==> src/rtl/quad_operand_collector_if.sv <==
// Handshake bundle between the operand collector and its producer/consumer.
// The collector side is "slave"; the feeding/consuming environment is "master".
interface quad_operand_collector_if #(
    parameter int WIDTH = 4
);
    logic [WIDTH-1:0] in_data;
    logic             in_valid;
    logic             in_ready;
    logic [WIDTH-1:0] a;
    logic [WIDTH-1:0] b;
    logic [WIDTH-1:0] c;
    logic [WIDTH-1:0] d;
    logic             quad_valid;
    logic             quad_ready;
    logic [2:0]       fill;

    modport slave (
        input  in_data, in_valid, quad_ready,
        output in_ready, a, b, c, d, quad_valid, fill
    );

    modport master (
        output in_data, in_valid, quad_ready,
        input  in_ready, a, b, c, d, quad_valid, fill
    );
endinterface

==> src/rtl/quad_operand_collector.sv <==
// Gathers a serial valid/ready word stream into parallel quads a..d for the
// four-operand adder; holds each quad until downstream accepts it.
//
// state   | meaning
// COLLECT | accepting words into slot r_idx (0..3), in_ready high unless clear
// FULL    | quad presented on a..d, in_ready follows quad_ready
module quad_operand_collector #(
    parameter int WIDTH = 4
) (
    input logic                      clk,
    input logic                      rst,
    input logic                      i_clear,
    quad_operand_collector_if.slave  bus
);
    typedef enum logic {
        S_COLLECT = 1'b0,
        S_FULL    = 1'b1
    } state_t;

    state_t           r_state;
    logic [1:0]       r_idx;
    logic [WIDTH-1:0] r_a;
    logic [WIDTH-1:0] r_b;
    logic [WIDTH-1:0] r_c;
    logic [WIDTH-1:0] r_d;
    logic             r_quad_valid;
    logic [2:0]       r_fill;

    logic w_in_ready;
    logic w_in_fire;
    logic w_out_fire;

    // In FULL a new word is only taken when the held quad leaves this cycle.
    assign w_in_ready = !rst && !i_clear && ((r_state == S_COLLECT) || bus.quad_ready);
    assign w_in_fire  = bus.in_valid && w_in_ready;
    assign w_out_fire = r_quad_valid && bus.quad_ready;

    always_ff @(posedge clk) begin
        if (rst) begin
            r_state      <= S_COLLECT;
            r_idx        <= 2'd0;
            r_a          <= '0;
            r_b          <= '0;
            r_c          <= '0;
            r_d          <= '0;
            r_quad_valid <= 1'b0;
            r_fill       <= 3'd0;
        end else if (i_clear) begin
            r_state      <= S_COLLECT;
            r_idx        <= 2'd0;
            r_quad_valid <= 1'b0;
            r_fill       <= 3'd0;
        end else if (r_state == S_COLLECT) begin
            if (w_in_fire) begin
                unique case (r_idx)
                    2'd0:    r_a <= bus.in_data;
                    2'd1:    r_b <= bus.in_data;
                    2'd2:    r_c <= bus.in_data;
                    default: r_d <= bus.in_data;
                endcase
                if (r_idx == 2'd3) begin
                    r_state      <= S_FULL;
                    r_idx        <= 2'd0;
                    r_quad_valid <= 1'b1;
                    r_fill       <= 3'd4;
                end else begin
                    r_idx  <= r_idx + 2'd1;
                    r_fill <= {1'b0, r_idx} + 3'd1;
                end
            end
        end else begin
            if (w_out_fire) begin
                r_state      <= S_COLLECT;
                r_quad_valid <= 1'b0;
                // Back-to-back: the word arriving with the output handshake starts the next quad.
                if (w_in_fire) begin
                    r_a    <= bus.in_data;
                    r_idx  <= 2'd1;
                    r_fill <= 3'd1;
                end else begin
                    r_idx  <= 2'd0;
                    r_fill <= 3'd0;
                end
            end
        end
    end

    assign bus.in_ready   = w_in_ready;
    assign bus.a          = r_a;
    assign bus.b          = r_b;
    assign bus.c          = r_c;
    assign bus.d          = r_d;
    assign bus.quad_valid = r_quad_valid;
    assign bus.fill       = r_fill;
endmodule

==> src/flat_wrapper.sv <==
// flat-port wrapper written by rule: the top's interface ports become plain ports
module quad_operand_collector_flat 
#(
    parameter int WIDTH = 4
)
  (clk, rst, i_clear, bus_in_data, bus_in_valid, bus_quad_ready, bus_in_ready, bus_a, bus_b, bus_c, bus_d, bus_quad_valid, bus_fill);
  quad_operand_collector_if #(.WIDTH(WIDTH)) bus_i ();
  input logic clk;
  input logic rst;
  input logic i_clear;
  input wire logic [$bits(bus_i.in_data)-1:0] bus_in_data;
  input wire logic [$bits(bus_i.in_valid)-1:0] bus_in_valid;
  input wire logic [$bits(bus_i.quad_ready)-1:0] bus_quad_ready;
  output wire logic [$bits(bus_i.in_ready)-1:0] bus_in_ready;
  output wire logic [$bits(bus_i.a)-1:0] bus_a;
  output wire logic [$bits(bus_i.b)-1:0] bus_b;
  output wire logic [$bits(bus_i.c)-1:0] bus_c;
  output wire logic [$bits(bus_i.d)-1:0] bus_d;
  output wire logic [$bits(bus_i.quad_valid)-1:0] bus_quad_valid;
  output wire logic [$bits(bus_i.fill)-1:0] bus_fill;
  assign bus_i.in_data = bus_in_data;
  assign bus_i.in_valid = bus_in_valid;
  assign bus_i.quad_ready = bus_quad_ready;
  assign bus_in_ready = bus_i.in_ready;
  assign bus_a = bus_i.a;
  assign bus_b = bus_i.b;
  assign bus_c = bus_i.c;
  assign bus_d = bus_i.d;
  assign bus_quad_valid = bus_i.quad_valid;
  assign bus_fill = bus_i.fill;
  quad_operand_collector #(.WIDTH(WIDTH)) u_core (.clk(clk), .rst(rst), .i_clear(i_clear), .bus(bus_i));
endmodule
==> config.mk <==
export PLATFORM = sky130hd
export DESIGN_NAME = quad_operand_collector_flat
export DESIGN_NICKNAME = d
export VERILOG_FILES = /design/src/rtl/quad_operand_collector_if.sv /design/src/rtl/quad_operand_collector.sv /design/src/flat_wrapper.sv
export SDC_FILE = /design/constraint.sdc
export NUM_CORES = 1
export LEC_CHECK = 0
export CAP_MARGIN = 20
export CORE_MARGIN = 8
export CORE_UTILIZATION = 30
export DETAILED_ROUTE_END_ITERATION = 12
export PLACE_DENSITY_LB_ADDON = 0.08
export SETUP_SLACK_MARGIN = 0.5
export SYNTH_ARGS = -nofsm -noshare
export SYNTH_HDL_FRONTEND = slang
export SYNTH_SLANG_ARGS = --single-unit
==> constraint.sdc <==
create_clock -name clk -period 1.9 [get_ports clk]
set_input_delay 0.38 -clock clk [delete_from_list [all_inputs] [get_ports clk]]
set_output_delay 0.38 -clock clk [all_outputs]
set_load 0.05 [all_outputs]
==> impl_metrics.ini <==
[cells_and_area]
drive_above_1_share = 0.364
final_cells = 195
fillers = 327
diodes = 0
final_area_sq_um = 1420
area_delta_synth_final_pct = 47.6
final_core_util = 0.464
nets = 166

[clock_tree]
clk_pin_slew_ns = 0.12
clock_latency_ns = 0.30
hold_buffers = 0
cts_tree = done
clk_path_buf_depth = 2
cts_max_level = 1
cts-buffers-inserted = 3
numClockSinks = 21
cts_root_buf = clkbuf_4

[grt]
grt.met2_usage = 0.152
grt_antenna_before_repair = 0
overflow = 0
grt_max_degree = 21
grt.busiest_layer = met2
first_global_vias = 877
grtUsageMet3 = 0.0344
grt_first_pass_wirelength_microns = 4040
grtUsageTotal = 0.0958
use_met1 = 0.111

[timing]
grt_setup_unrepaired = true
slew_headroom = 0.828
period_needed_ns = 1.49
fin_crit_sh = 0.784
max_freq_mhz = 672
hold_violations = 0
hold_ws_ns = 0.472
setup_viol = 0
clock_skew_ns = 0.00166
setup-tns-final_ns = 0
worst_slack_ns = 0.411
worstMarginPinSlew_ns = 0.260
slew_violations = 0

[power_and_ir_drop]
power_density_nw_per_um2 = 553
leakagePower_nw = 0.562
p_total_mw = 0.783
irDropWorstVdd_mv = 0.186

[setup_path]
crit_path_end = bus_in_ready
cp_data_arrival_time_ns = 1.11
worstSetupPathType = primary input to output pin
r2r_start = u_core.r_state$_SDFF_PP0_
r2r-end = u_core.bus.d[1]$_SDFFE_PP0P_
cp.required_ns = 1.52
cp-end-kind = output pin
reg2reg_slack_ns = 0.50
setup.worst_path.start = i_clear
crit_path_max_fanout = 2
r2r_cells = 4
crit_path_start_kind = primary input

[yosys]
yosysTopAreaCellShare = 0.438
synth_cells = 111
yosys_register_bits = 21
netlist_top_cells_area = dfxtp_1 44%, a21oi_1 9.4%, nand3_1 7.8%
synthXorXnorAreaFrac = 0
synth-main-ff-cell = dfxtp_1
seq_area_frac_synth = 0.438
synthAdderAreaFrac = 0.0652
synthArstFlopShare = 0
syn_area_sq_um = 960
synth.area.mux_share = 0.0417
synth_compound_area_frac = 0.173
synth_cell_types = 20
synth_top_cell_by_area = dfxtp_1
synth_simple_gate_area_frac = 0.219
synth_most_common_cell = dfxtp_1
synth.net_count = 125
yosys_warnings = 0
ys_top_cells_by_count = 21 x dfxtp_1, 18 x a21oi_1, 15 x nand3_1
synth_top_family_by_area = simple AND/OR/NAND/NOR gates
synth.avg_cell_area_sq_um = 8.65
synth-edff-count = 0

[place]
dpl_cell_area_sq_um = 1330
io_buffers = 29
dp_hpwl_microns = 1820
dpl_worst_slack_ns = -0.0528
gp_congestion = 0.717
dpl.cell_count = 184

[floorplan]
die_x_microns = 72.6
core_area_sq_um = 3050
die_h_microns = 72.6
rows = 20
start_util = 0.314
num_io_pins = 30
die_area_sq_um = 5260

[run_status]
status = finished clean

[routing]
vias = 910
routed_wl_microns = 2500
postRouteAntennaNets = 0
firstDrtPassIters = 4
wire_per_inst_microns = 12.8
post-route-drc-count = 0
drtIter0Drc = 49
viasPerCell = 4.67

[min_path]
min_path_type = flip-flop to flip-flop
hold_depth = 2

[flow_run]
maxCapViolations = 0
-- state kept, by name, indices dropped and copies added, names as in the netlist --
signal	flops
u_core.bus.b	4
u_core.r_state	1
u_core.bus.a	4
u_core.bus.c	4
u_core.bus.d	4
u_core.bus.quad_valid	1
u_core.bus.fill	2
u_core.r_idx	1
-- per-layer routing --
layer  vias to the layer above  wire [microns]
met2                        19            1210
met4                         0              46
li1                        472               -
met5                         -               0
met1                       415            1100
met3                         4             146
-- logic make-up (layout without fill, tap and decap cells) --
kind of cell,after synthesis,count (layout)
compound gates,32,32
buf+inv,13,53
flops,21,21
fa+ha+maj,5,5
mux,4,4
simple gates,36,36
-- layout make-up --
cell class | instances | area, sq um | area share
Clock buffer | 4 | 26.3 | 0.0186
Inverter | 6 | 22.5 | 0.0159
Multi-Input combinational cell | 77 | 534 | 0.377
Sequential cell | 21 | 428 | 0.302
Tap cell | 44 | 55.1 | 0.0389
Timing Repair Buffer | 43 | 350 | 0.247
-- worst min path at each step --
stage                                       startpoint                            endpoint
global placement          u_core.bus.a[0]$_SDFFE_PP0P_        u_core.bus.a[0]$_SDFFE_PP0P_
detailed placement  u_core.bus.quad_valid$_SDFFE_PP0P_  u_core.bus.quad_valid$_SDFFE_PP0P_
CTS                       u_core.bus.a[1]$_SDFFE_PP0P_        u_core.bus.a[1]$_SDFFE_PP0P_
global route              u_core.bus.b[0]$_SDFFE_PP0P_        u_core.bus.b[0]$_SDFFE_PP0P_
finish                    u_core.bus.b[0]$_SDFFE_PP0P_        u_core.bus.b[0]$_SDFFE_PP0P_
floorplan                               bus_in_data[0]        u_core.bus.b[0]$_SDFFE_PP0P_
-- worst max-delay path, cell delays in order --
cell	delay, ns
buf_6	0.09
buf_6	0.10
or2_4	0.25
a21oi_4	0.13
buf_12	0.15
-- cells in the final DEF (no fill, tap or decap), types with 2 or more instances in the layout --
| cell type | instances |
|---|---|
| dlygate4sd2_1 | 2 |
| clkbuf_4 | 3 |
| o21ai_2 | 4 |
| nand2b_1 | 10 |
| mux2i_1 | 4 |
| buf_6 | 6 |
| dfxtp_1 | 17 |
| inv_1 | 6 |
| ha_1 | 5 |
| nand3_1 | 15 |
| nand3b_1 | 2 |
| dfxtp_2 | 3 |
| nand2_1 | 4 |
| buf_4 | 22 |
| o21ai_1 | 8 |
| clkdlybuf4s50_1 | 4 |
| buf_2 | 8 |
| a21oi_1 | 16 |
| a21oi_4 | 2 |
-- report_power, final --
part / total [mW] / internal, mW / switching [mW]
clock: 0.217 / 0.0818 / 0.135
sequential: 0.447 / 0.444 / 0.00319
combinational: 0.119 / 0.0537 / 0.0650
total: 0.783 / 0.579 / 0.204
-- timing repair --
| action | CTS | global route |
|---|---|---|
| setup endpoints to repair | 25 | 7 |
| pin swaps | 2 | 7 |
| gates resized for setup | 64 | 6 |
| buffers inserted | 5 | 2 |
No activity file was read; power rests on OpenSTA's default activity.
